### src/rtl/forward_batch_sequencer.sv
// forward_batch_sequencer
// Runs one batch of training samples through the forward datapath. It issues
// sample-memory reads and pulses the datapath input-register load. A
// LATENCY-deep valid pipeline tracks the samples in flight and drives the
// output-register capture and the cost-accumulator clear/enable.
// Optional feature: define SEQ_STALL_CNT_EN to add stall_cycles. This output
// counts the ISSUE cycles spent waiting on mem_ready and saturates at 16'hFFFF.
module forward_batch_sequencer #(
   parameter int ADDR_W  = 8,
   parameter int LATENCY = 4,
   parameter int CNT_W   = 8
) (
   input  logic              clk,
   input  logic              reset,
   input  logic              start,
   input  logic [ADDR_W-1:0] base_addr,
   input  logic [ADDR_W-1:0] batch_len,
   input  logic              mem_ready,
   output logic              sample_rd,
   output logic [ADDR_W-1:0] sample_addr,
   output logic              in_load,
   output logic              out_capture,
   output logic              acc_clear,
   output logic              acc_en,
   output logic              busy,
   output logic              done,
   output logic [CNT_W-1:0]  samples_done
`ifdef SEQ_STALL_CNT_EN
   ,
   output logic [15:0]       stall_cycles
`endif
);

   localparam logic [2:0] S_IDLE  = 3'd0;
   localparam logic [2:0] S_CLEAR = 3'd1;
   localparam logic [2:0] S_ISSUE = 3'd2;
   localparam logic [2:0] S_DRAIN = 3'd3;
   localparam logic [2:0] S_DONE  = 3'd4;

   // Every valid-pipeline stage except the capture stage. A sample sitting in
   // one of these stages still has a capture ahead of it.
   localparam logic [LATENCY-1:0] LOW_MASK = LATENCY'((64'd1 << (LATENCY-1)) - 64'd1);

   logic [2:0]         state_q, state_d;
   logic [ADDR_W-1:0]  base_q;
   logic [ADDR_W-1:0]  len_q;
   logic [ADDR_W-1:0]  idx_q;
   logic               load_q;
   logic [LATENCY-1:0] vld_q;
   logic [CNT_W-1:0]   cnt_q;
   logic               start_acc;
   logic               rd;
   logic               last_rd;
   logic               pending;

   assign start_acc = (state_q == S_IDLE) && start;
   assign rd        = (state_q == S_ISSUE) && mem_ready;
   assign last_rd   = rd && (idx_q == (len_q - ADDR_W'(1)));
   // Samples still in flight after this cycle's capture (if any) has happened.
   assign pending   = load_q || (|(vld_q & LOW_MASK));

   assign sample_rd    = rd;
   assign sample_addr  = base_q + idx_q;
   assign in_load      = load_q;
   assign out_capture  = vld_q[LATENCY-1];
   assign acc_en       = vld_q[LATENCY-1];
   assign acc_clear    = (state_q == S_CLEAR);
   assign busy         = (state_q != S_IDLE);
   assign done         = (state_q == S_DONE);
   assign samples_done = cnt_q;

   // Next-state selection for the batch sequencing FSM
   always_comb begin
      state_d = state_q;
      case (state_q)
         S_IDLE:  if (start) state_d = (batch_len == '0) ? S_DONE : S_CLEAR;
         S_CLEAR: state_d = S_ISSUE;
         S_ISSUE: if (last_rd) state_d = S_DRAIN;
         S_DRAIN: if (!pending) state_d = S_DONE;
         S_DONE:  state_d = S_IDLE;
         default: state_d = S_IDLE;
      endcase
   end

   // State, batch parameters, issue index, valid pipeline and capture count
   always_ff @(posedge clk) begin
      if (!reset) begin
         state_q <= S_IDLE;
         base_q  <= '0;
         len_q   <= '0;
         idx_q   <= '0;
         load_q  <= 1'b0;
         vld_q   <= '0;
         cnt_q   <= '0;
      end else begin
         state_q <= state_d;
         load_q  <= rd;
         vld_q   <= (vld_q << 1) | LATENCY'(load_q);
         if (start_acc) begin
            base_q <= base_addr;
            len_q  <= batch_len;
            idx_q  <= '0;
            cnt_q  <= '0;
         end else begin
            if (rd) idx_q <= idx_q + ADDR_W'(1);
            if (vld_q[LATENCY-1]) cnt_q <= cnt_q + CNT_W'(1);
         end
      end
   end

`ifdef SEQ_STALL_CNT_EN
   logic [15:0] stall_q;

   assign stall_cycles = stall_q;

   // Saturating count of ISSUE cycles lost to a busy sample memory
   always_ff @(posedge clk) begin
      if (!reset) begin
         stall_q <= '0;
      end else if (start_acc) begin
         stall_q <= '0;
      end else if ((state_q == S_ISSUE) && !mem_ready && (stall_q != 16'hFFFF)) begin
         stall_q <= stall_q + 16'd1;
      end
   end
`endif

endmodule

### config.mk
export PLATFORM = sky130hd
export DESIGN_NAME = forward_batch_sequencer
export DESIGN_NICKNAME = d
export VERILOG_FILES = /design/src/rtl/forward_batch_sequencer.sv
export SDC_FILE = /design/constraint.sdc
export NUM_CORES = 1
export LEC_CHECK = 0
export BUFFER_PORTS_ARGS = -buffer_cell sky130_fd_sc_hd__buf_4
export CAP_MARGIN = 20
export CORE_UTILIZATION = 59
export DETAILED_ROUTE_END_ITERATION = 10
export HOLD_SLACK_MARGIN = 0.06
export PLACE_DENSITY = 0.85
export SLEW_MARGIN = 20
export SYNTH_ARGS = -nofsm -noshare
export SYNTH_HDL_FRONTEND = slang
export SYNTH_SLANG_ARGS = --single-unit
### constraint.sdc
create_clock -name clk -period 3.4 [get_ports clk]
set_clock_uncertainty 0.2 [all_clocks]
set_input_delay 0 -clock clk [delete_from_list [all_inputs] [get_ports clk]]
set_output_delay 0 -clock clk [all_outputs]
set_load 0.01 [all_outputs]
# == After elaboration in Yosys (flattened, before gate mapping) ==
# Index checks and enable logic that the tools add are counted.
# W data, S select, Z words.
# op_classes
n_addsub,4
n_eq_ne,8
mux,5
n_bitwise,2
n_reduce_logical,10
# op_table
cell,count
$add A8 B1 Y8 const B,2
$mux W3,4
$pmux W3 S4,1
$add A8 B8 Y8,1
$eq A8 B8 Y1,1
$logic_not A8 Y1,1
$sub A8 B1 Y8 const B,1
$eq A3 B2 Y1 const B,2
$ne A2 B2 Y1 const B,3
$or A4 B1 Y4,1
$eq A3 B1 Y1 const B,1
$eq A3 B3 Y1 const B,1
$logic_and A1 B1 Y1,3
$logic_not A3 Y1,1
$reduce_and A3 Y1,1
$reduce_bool A3 Y1,1
$reduce_or A3 Y1,1
$reduce_or A2 Y1,1
$logic_or A1 B1 Y1,1
$not A1 Y1,1
# word_totals
register_bits,40
in_bits,20
output_inout_bits,23
word_cells,36

# == Logic depth before layout (Yosys ltp) ==
# Gate-level depths: netlist of the first run.
# depth
word_depth,5
depth_mapped,9
mapped_depth_nobuf,9

# == Worst setup path before layout of the first run ==
# No wires, ideal clock.
# synth_timing
path_kind,flip-flop to output port
start,register idx_q[0]
end,output port sample_addr[6]
t_arrival_ns,1.795
required_time_ns,3.200
setup_slack_ns,1.405
stages_incl_launch_ff,10
path_buffers,0
path_cell_list,dfxtp_1 ha_1 inv_1 fa_1 nor2b_1 o21ai_0 a21boi_0 o21a_1 nor2_1 xnor2_1
# synth_via
elab_chain_cells,1
# synth_lines
element,line_no,rtl
start: declaration,47,logic [ADDR_W-1:0] idx_q;
start signal: assignment,105,if (rd) idx_q <= idx_q + ADDR_W'(1);
$add A8 B8 Y8,63,assign sample_addr = base_q + idx_q;
end: declaration,20,"output logic [ADDR_W-1:0] sample_addr,"
# Every way passes these cells.

# == Final worst setup path of the first run ==
# layout_timing
start,register state_q[1]
end,register len_q[0]
# layout_via
elab_chain_cells,2
# layout_lines
element,line_no,rtl
start: declaration,44,"logic [2:0] state_q, state_d;"
start signal: assignment,96,state_q <= state_d;
$logic_not A3 Y1,56,assign start_acc = (state_q == S_IDLE) && start;
$logic_and A1 B1 Y1,56,
end signal: assignment,101,len_q <= batch_len;
end: declaration,46,logic [ADDR_W-1:0] len_q;
# Every way passes these cells.
# A chain may end at the register's enable or synchronous reset.

==> results.ini, run 1 <==
[status]
status=finished clean

[yosys]
yosys-top-cells-area=dfxtp_1, nand2_1, xor2_1
ys_seq_elements=40
yosysTopAreaCellShare_pct=37.2
synth_top_cell_by_area=dfxtp_1
synth_simple_gate_area_share_pct=25.9
synth_nets=280
synthXorXnorAreaFrac_pct=12.6
synth_top_family_by_area=simple AND/OR/NAND/NOR gates
avgSynthCellArea_sq_um=8.64
synth_cell_types=45
syn_area_sq_mm=0.00215
synth-compound-area-share_pct=12.3
synth_edf_count=0
synth_commonest_cells=nand2_1, dfxtp_1, nor2_1, xor2_1, xnor2_1
synth_most_common_cell=nand2_1
ys.flop_type=dfxtp_1
synthMuxAreaShare_pct=0.930
synthCells=249
ys_seq_area_share_pct=37.2
yosysWarnings=0
async_reset_ff_share_pct=0
synth_fa_ha_area_share_pct=6.74

[routing]
dr.max_layer_used=met4
drt_wl_total_um=6000
drc=0
via_count=2115
antenna_left=0
dr_wl_met3_um=313
post_drt_wl_per_cell_um=15.6
firstDrtPassIters=4
dr_wl_met2_um=3130
m1WireLength_um=2430
routed_via_density=5.49
drtIter0Drc=136

[final_layout]
area_growth_pct=41.6
fin_util_pct=89.2
drive_gt1_share_pct=17.4
diodes=0
layout.nets=369
instances_no_fill=385

[clock_tree]
ctsResizeCount=0
numCtsBuffers=5
postCtsSetupBuffers=0
cts.sinks=40
root_buffer=clkbuf_4
htree_levels=2
cts_tree=yes
clock_latency_ps=350
cts.clk_slew.worst_paths_ps=120
clockBufferDepth=2

[sta]
timing.final.hold_violations=0
fin_setup_tns_ps=0
fmax_mhz=330
setup_viol=0
period_share_pct=89.2
period_needed_ps=3030
worstMarginPinSlew_ps=646
slew_violations=0
maxSlewHeadroom_pct=56.9
rsz0062_at_grt=false

[global_routing]
grt_start_max_net_pins=24
overflow=0
first_global_vias=2245
track_usage_pct=34.0
antenna_found_initial=0
grt_first_pass_wirelength_um=10300

[worst_setup_path]
critPathKind=flop to flop
startpoint_type=flop
cp-end-kind=flop
arrival_ps=3140
critical_path.max_fanout=16
critical_path_required_ps=3510

[floorplanning]
die_y_um=62.4
start_util_pct=63.0
die_w_um=62.4
pin_count=43
core_area_sq_mm=0.00342
fp-row-count=21
fp.dieArea_sq_mm=0.00389

[place]
gp_congestion=0.766
hpwl_um=3030
dp.cells=326
io_buffer_count=42

[power]
leakage_nw=1.29
peakVddDrop_v=0.000347
cellPowerDensity_mw_per_mm2=368

[worst_hold_path]
hp-class=primary input to flop

[run]
cap_violations=0

==> cell type report <==
class	count	area, sq um
Clock buffer	6	41.3
Multi-Input combinational cell	190	1260
Fill cell	157	369
Sequential cell	40	801
Timing Repair Buffer	93	826
Tap cell	46	57.6
Clock inverter	2	35.0
Inverter	8	30.0
==> per-layer routing <==
metal / track usage [%] / vias up
met5: 0 / -
met4: 13.7 / 0
met3: 6.57 / 16
met2: 63.2 / 77
met1: 37.7 / 1006
li1: - / 1016
==> power by group <==
part           total, mW  internal (mW)  switching [mW]
sequential         0.518          0.490          0.0277
clock              0.317          0.154           0.162
combinational      0.287          0.146           0.140
total               1.12          0.791           0.331
==> state kept, by name, summed over array words and instances, names as in the netlist <==
| signal | flops |
|---|---|
| base_q | 8 |
| idx_q | 8 |
| in_load | 1 |
| len_q | 8 |
| samples_done | 8 |
| state_q | 3 |
| vld_q | 4 |
==> through the flow <==
| step | power, mW | hold slack (ps) | instance area (sq um) | setup slack [ps] |
|---|---|---|---|---|
| floorplan | 0.668 | -65.2 | 2150 | 1400 |
| finish | 1.12 | 132 | 3050 | 368 |
| global route | 1.17 | 131 | 3050 | 199 |
| CTS | 1.09 | 104 | 3050 | 480 |
| global placement | 0.726 | 47.4 | 2460 | 1280 |
| detailed placement | 0.729 | 56.5 | 2460 | 1250 |
==> worst paths after layout <==
| kind | cells after the start | slack [ps] | endpoint | from |
|---|---|---|---|---|
| worst max-delay path | 6 | 370 | len_q[0]$_SDFFE_PN0P_ | state_q[1]$_SDFFE_PN0P_ |
| worst min-delay path | 4 | 130 | idx_q[0]$_SDFFE_PP0P_ | mem_ready |
| worst max register to register | 6 | 370 | len_q[0]$_SDFFE_PN0P_ | state_q[1]$_SDFFE_PN0P_ |
| worst min register to register | 1 | 280 | vld_q[3]$_SDFF_PN0_ | vld_q[2]$_SDFF_PN0_ |
==> logic make-up (layout without fill, tap and decap cells) <==
| group | after synthesis | after routing |
|---|---|---|
| adders and majority gates | 11 | 11 |
| DFF | 40 | 40 |
| and+or+nand+nor | 113 | 113 |
| AOI/OAI and AO/OA | 34 | 34 |
| muxes | 2 | 2 |
| buffers and inverters | 19 | 109 |
| xor gates and xnor gates | 30 | 30 |
==> layout by cell type, fill, tap and decap left out, types with 5 or more instances in the layout <==
| master | count |
|---|---|
| ha_1 | 10 |
| clkbuf_4 | 5 |
| nand2_1 | 41 |
| nor2_1 | 29 |
| nand3_1 | 5 |
| xor2_1 | 16 |
| inv_1 | 8 |
| dlygate4sd3_1 | 51 |
| o21ai_0 | 6 |
| nand4_1 | 8 |
| dfxtp_1 | 40 |
| a21boi_1 | 10 |
| xnor2_1 | 13 |
| and2_1 | 6 |
| buf_4 | 42 |
| a21boi_0 | 7 |
==> repair_timing <==
action                                  in CTS  in global routing
hold endpoints to repair                    40                  0
hold buffers                                51                  0
endpoints found under the setup margin       0                  0
==> critical path, stage by stage (launching register included) <==
cell           delay (ps)
dfxtp_1               400
or3_4                 420
nor2_2                510
nand2_1               120
dlygate4sd3_1         580
a21boi_0              200
dlygate4sd3_1         570
(Power assumes the default switching activity.)
==> run 2, diff against run 1 <==
Clock period 3.4 ns to 3.84 ns, I/O delays scaled along.
==> run 2 against run 1 <==
Compared with the run above:
- critical path depth did not move
- maximum frequency down 6.8%
- via count grew 6.7%
- hold slack got worse by 14 ps
- setup slack improved by 220 ps
- power decreased by 10%
- first-iteration DRC count grew 6.6%
- non-clock buffer count stayed put
- critical path type unchanged
- largest power group unchanged
==> results.ini, run 2 (synthesis results as in run 1) <==
[sta]
fmax_mhz=307
period_share_pct=84.8
period_needed_ps=3260
setup_ws_ps=585
worstMarginPinSlew_ps=705
timing.final.hold_violations=0
rsz0062_at_grt=false
slew_violations=0
hold_ws_ps=117
maxSlewHeadroom_pct=53.0
fin_setup_tns_ps=0
setup_viol=0

[floorplanning]
die_w_um=62.4
fp.dieArea_sq_mm=0.00389
fp-row-count=21
pin_count=43
start_util_pct=63.0
core_area_sq_mm=0.00342
die_y_um=62.4

[final_layout]
layout_common_cells=dlygate4sd3_1, buf_4, nand2_1, dfxtp_1, nor2_1
diodes=0
area_growth_pct=41.6
layout_commonest_cell=dlygate4sd3_1
instances_no_fill=385
drive_gt1_share_pct=17.4
layout.nets=369
design_area_sq_mm=0.00305
fin_util_pct=89.2

[power]
cellPowerDensity_mw_per_mm2=330
leakage_nw=1.29
finalPower_mw=1.00
peakVddDrop_v=0.000278

[worst_setup_path]
critPathKind=flop to flop
rr_startpoint=state_q[1]$_SDFFE_PN0P_
cp-end-kind=flop
path_cells=or3_4 -> nor2_2 -> nand2_1 -> dlygate4sd3_1 -> a21boi_0 -> dlygate4sd3_1
critical_path.max_fanout=16
path_common_cell=dlygate4sd3_1
critPathMaxStageDelay_ps=630
cp_slowest_cell=dlygate4sd3_1
arrival_ps=3360
critical_path_required_ps=3950
crit_path_start=state_q[1]$_SDFFE_PN0P_
startpoint_type=flop

[place]
io_buffer_count=42
post-place-ws_ps=1690
gp_congestion=0.766
dpl_cell_area_sq_mm=0.00246
dp.cells=326
hpwl_um=3030

[clock_tree]
clockBufferDepth=2
clock_latency_ps=360
postCtsSetupBuffers=0
htree_levels=2
ctsHoldBuffers=51
cts_tree=yes
root_buffer=clkbuf_4
cts.sinks=40
numCtsBuffers=5
cts.clk_slew.worst_paths_ps=120
ctsResizeCount=0

[status]
status=finished clean

[routing]
firstDrtPassIters=5
routed_via_density=5.86
via_count=2257
post_drt_wl_per_cell_um=17.5
drt_wl_total_um=6740
drtIter0Drc=145
drc=0
antenna_left=0

[worst_hold_path]
hp-class=primary input to flop
hp-start=mem_ready

[global_routing]
antenna_found_initial=0
overflow=0
first_global_vias=2369
track_usage_pct=37.5
grt_first_pass_wirelength_um=11300
grt_start_max_net_pins=24

[run]
cap_violations=0

==> run 2: cell counts in the layout (fill, tap and decap cells not counted) <==
No cell type changed its count.
==> run 2: final timing paths <==
kind	endpoint	slack, ps	cells past startpoint
max	len_q[2]$_SDFFE_PN0P_	580	6
min	in_load$_SDFF_PN0_	120	3
max reg2reg	len_q[2]$_SDFFE_PN0P_	580	6
min reg2reg	vld_q[2]$_SDFF_PN0_	270	1
==> run 2: critical path, delay by kind of cell (launching register included) <==
kind,cells,cell delay [ps]
flops,1,410
buf+inv,2,1220
simple gates,3,1180
compound gates,1,190
==> run 2: report_power, final <==
part           switching [mW]  leakage (nW)  internal [mW]  total (mW)
clock                   0.143        0.0422          0.136       0.280
sequential             0.0256         0.325          0.434       0.460
combinational           0.135         0.921          0.130       0.265
total                   0.304          1.29          0.700        1.00
==> run 2: final cells by class <==
type                       instances  area [sq um]
multi-input combinational        190          1260
timing repair buffer              93           826
sequential                        40           801
fill                             156           369
tap                               46          57.6
clock buffer                       6          41.3
clock inverter                     2          35.0
inverter                           8          30.0
==> run 2: per-layer routing <==
| layer | share of wire, % | track usage (%) |
|---|---|---|
| met1 | 36 | 39.0 |
| met2 | 51 | 68.8 |
| met3 | 6.4 | 7.12 |
| met4 | 6.2 | 23.5 |
| met5 | 0 | 0 |
==> run 3, diff against run 2 <==
Settings changed: ABC_AREA set to 1, CORE_UTILIZATION 59 to 55, PLACE_DENSITY 0.85 to 0.8.
Clock period 3.84 ns to 3.2 ns, I/O delays scaled along.
==> run 3 against run 2 <==
Compared with the run above:
- hold slack improved by 110 ps
- routed wire length fell by 3.8%
- global-route usage is 4.6 points lower
- first-iteration DRC count fell by 14%
- register-to-register slack worse by 70 ps
- setup slack worse by 69 ps
- sequential share of layout area rose by 0.11 points
- synthesized cell count up 24%
- power is 62% higher
- flip-flop and latch count stayed put
- combinational power grew to 2.6 times the previous value
==> results.ini, run 3 <==
[status]
status=finished clean

[yosys]
synth_most_common_cell=nand2_1
synth_top_family_by_area=simple AND/OR/NAND/NOR gates
yosysTopAreaCellShare_pct=36.3
synth_top_cell_by_area=dfxtp_1
synth_nets=340
synth_commonest_cells=nand2_1, dfxtp_1, inv_1, a21oi_1, nor2_1
syn_area_sq_mm=0.00220
ys_seq_elements=40
yosysWarnings=0
synth_simple_gate_area_share_pct=29.9
synth_fa_ha_area_share_pct=6.59
avgSynthCellArea_sq_um=7.13
ys.flop_type=dfxtp_1
synth_edf_count=0
synthMuxAreaShare_pct=0.454
synth-compound-area-share_pct=13.3
synthXorXnorAreaFrac_pct=4.77
async_reset_ff_share_pct=0
yosys-top-cells-area=dfxtp_1, nand2_1, a21oi_1
synthCells=309
ys_seq_area_share_pct=36.3
synth_cell_types=35

[final_layout]
drive_gt1_share_pct=17.0
layout_commonest_cell=nand2_1
instances_no_fill=441
fin_util_pct=81.0
fillers=231
area_growth_pct=37.7
layout_common_cells=nand2_1, buf_4, dfxtp_1, dlygate4sd3_1, inv_1
diodes=0
layout.nets=424

[sta]
timing.final.hold_violations=0
fin_setup_tns_ps=0
period_share_pct=83.9
setup_viol=0
worstMarginPinSlew_ps=347
maxSlewHeadroom_pct=76.8
rsz0062_at_grt=false
period_needed_ps=2680
slew_violations=0
fmax_mhz=373

[worst_setup_path]
cp_slowest_cell=dlygate4sd3_1
path_cells=nor2_4 -> inv_2 -> nor2_4 -> nand3_1 -> dlygate4sd3_1 -> a21oi_1 -> dlygate4sd3_1
arrival_ps=2720
cp-end-kind=flop
critical_path_required_ps=3240
startpoint_type=flop
cp_num_buf_inv=3
critical_path.max_fanout=12
crit_family=buffers and inverters
critPathMaxStageDelay_ps=620
critPathKind=flop to flop

[run]
cap_violations=0

[global_routing]
track_usage_pct=32.9
grt_first_pass_wirelength_um=10500
grt_start_max_net_pins=24
overflow=0
first_global_vias=2252
antenna_found_initial=0

[floorplanning]
die_y_um=65.3
fp.dieArea_sq_mm=0.00426
start_util_pct=58.9
core_area_sq_mm=0.00374
die_w_um=65.3
fp-row-count=22
pin_count=43

[worst_hold_path]
hp-class=flop to flop

[power]
p_sw_uw=636
p_sw_share_pct=39.0
p_int_uw=995
peakVddDrop_v=0.000357
clkPwrFrac_pct=19.9
pwr-share-seq_pct=38.0
leakage_nw=1.44
p_comb_share_pct=42.1
cellPowerDensity_mw_per_mm2=538

[routing]
firstDrtPassIters=5
drc=0
routed_via_density=5.37
via_count=2367
drtIter0Drc=125
antenna_left=0
drt_wl_total_um=6490
post_drt_wl_per_cell_um=14.7

[clock_tree]
clock_latency_ps=300
cts_tree=yes
cts.clk_slew.worst_paths_ps=80
htree_levels=2
ctsResizeCount=0
numCtsBuffers=5
clockBufferDepth=2
root_buffer=clkbuf_8
cts.sinks=40

[place]
io_buffer_count=42
dp.cells=394
gp_congestion=0.858
hpwl_um=3760

-- run 3: final timing paths --
| kind | startpoint | endpoint | slack, ps | depth (start not counted) |
|---|---|---|---|---|
| max reg2reg | state_q[0]$_SDFFE_PN0P_ | base_q[6]$_SDFFE_PN0P_ | 520 | 7 |
| max | state_q[0]$_SDFFE_PN0P_ | base_q[6]$_SDFFE_PN0P_ | 520 | 7 |
| min | vld_q[1]$_SDFF_PN0_ | vld_q[2]$_SDFF_PN0_ | 230 | 2 |
| min reg2reg | vld_q[1]$_SDFF_PN0_ | vld_q[2]$_SDFF_PN0_ | 230 | 2 |
-- run 3: cell families after synthesis --
group | Yosys count
flip-flops | 40
multiplexers | 1
AND/OR/NAND/NOR | 142
AO/OA/AOI/OAI | 55
adder cells (fa/ha/maj) | 11
buffers and inverters | 48
XOR/XNOR | 12
-- run 3: power by group through the flow --
stage / Combinational [mW] / Sequential [mW] / Clock, mW
2_1_floorplan: 0.419 / 0.611 / 0
3_3_place_gp: 0.559 / 0.624 / 0
3_5_place_dp: 0.571 / 0.624 / 0
4_1_cts: 0.650 / 0.614 / 0.323
5_1_grt: 0.760 / 0.625 / 0.341
6_report: 0.687 / 0.620 / 0.324
-- run 3: worst min-delay path: cells and delay by family, from the launching register on --
| kind | cells | cell delay, ps |
|---|---|---|
| buffers and inverters | 1 | 30 |
| DFF | 1 | 310 |
| and+or+nand+nor | 1 | 50 |
-- run 3: timing repair --
action | 4_1_cts | 5_1_grt
hold buffers | 40 | 0
endpoints found under the hold margin | 29 | 0
buffers inserted | 0 | 0
-- run 3: through the flow --
step	power [mW]	hold slack, ps	worst slack (ps)	cell area, sq um
detailed placement	1.20	88.9	1170	2560
floorplan	1.03	-107	1350	2200
global route	1.73	242	413	3030
global placement	1.18	84.3	1240	2560
CTS	1.59	228	710	3030
finish	1.63	229	516	3030
-- run 3: routing by layer --
metal,share of wire (%),GRT usage (%)
met1,40,38.9
met2,49,56.3
met3,7.6,6.08
met4,3.8,16.8
met5,0,0
-- run 3: layout make-up --
type | count | area (sq um) | share of cell area, %
Clock buffer | 6 | 72.6 | 2.39
Clock inverter | 1 | 5.00 | 0.165
Inverter | 42 | 159 | 5.24
Multi-Input combinational cell | 221 | 1210 | 40.0
Sequential cell | 40 | 801 | 26.4
Tap cell | 48 | 60.1 | 1.98
Timing Repair Buffer | 83 | 723 | 23.8
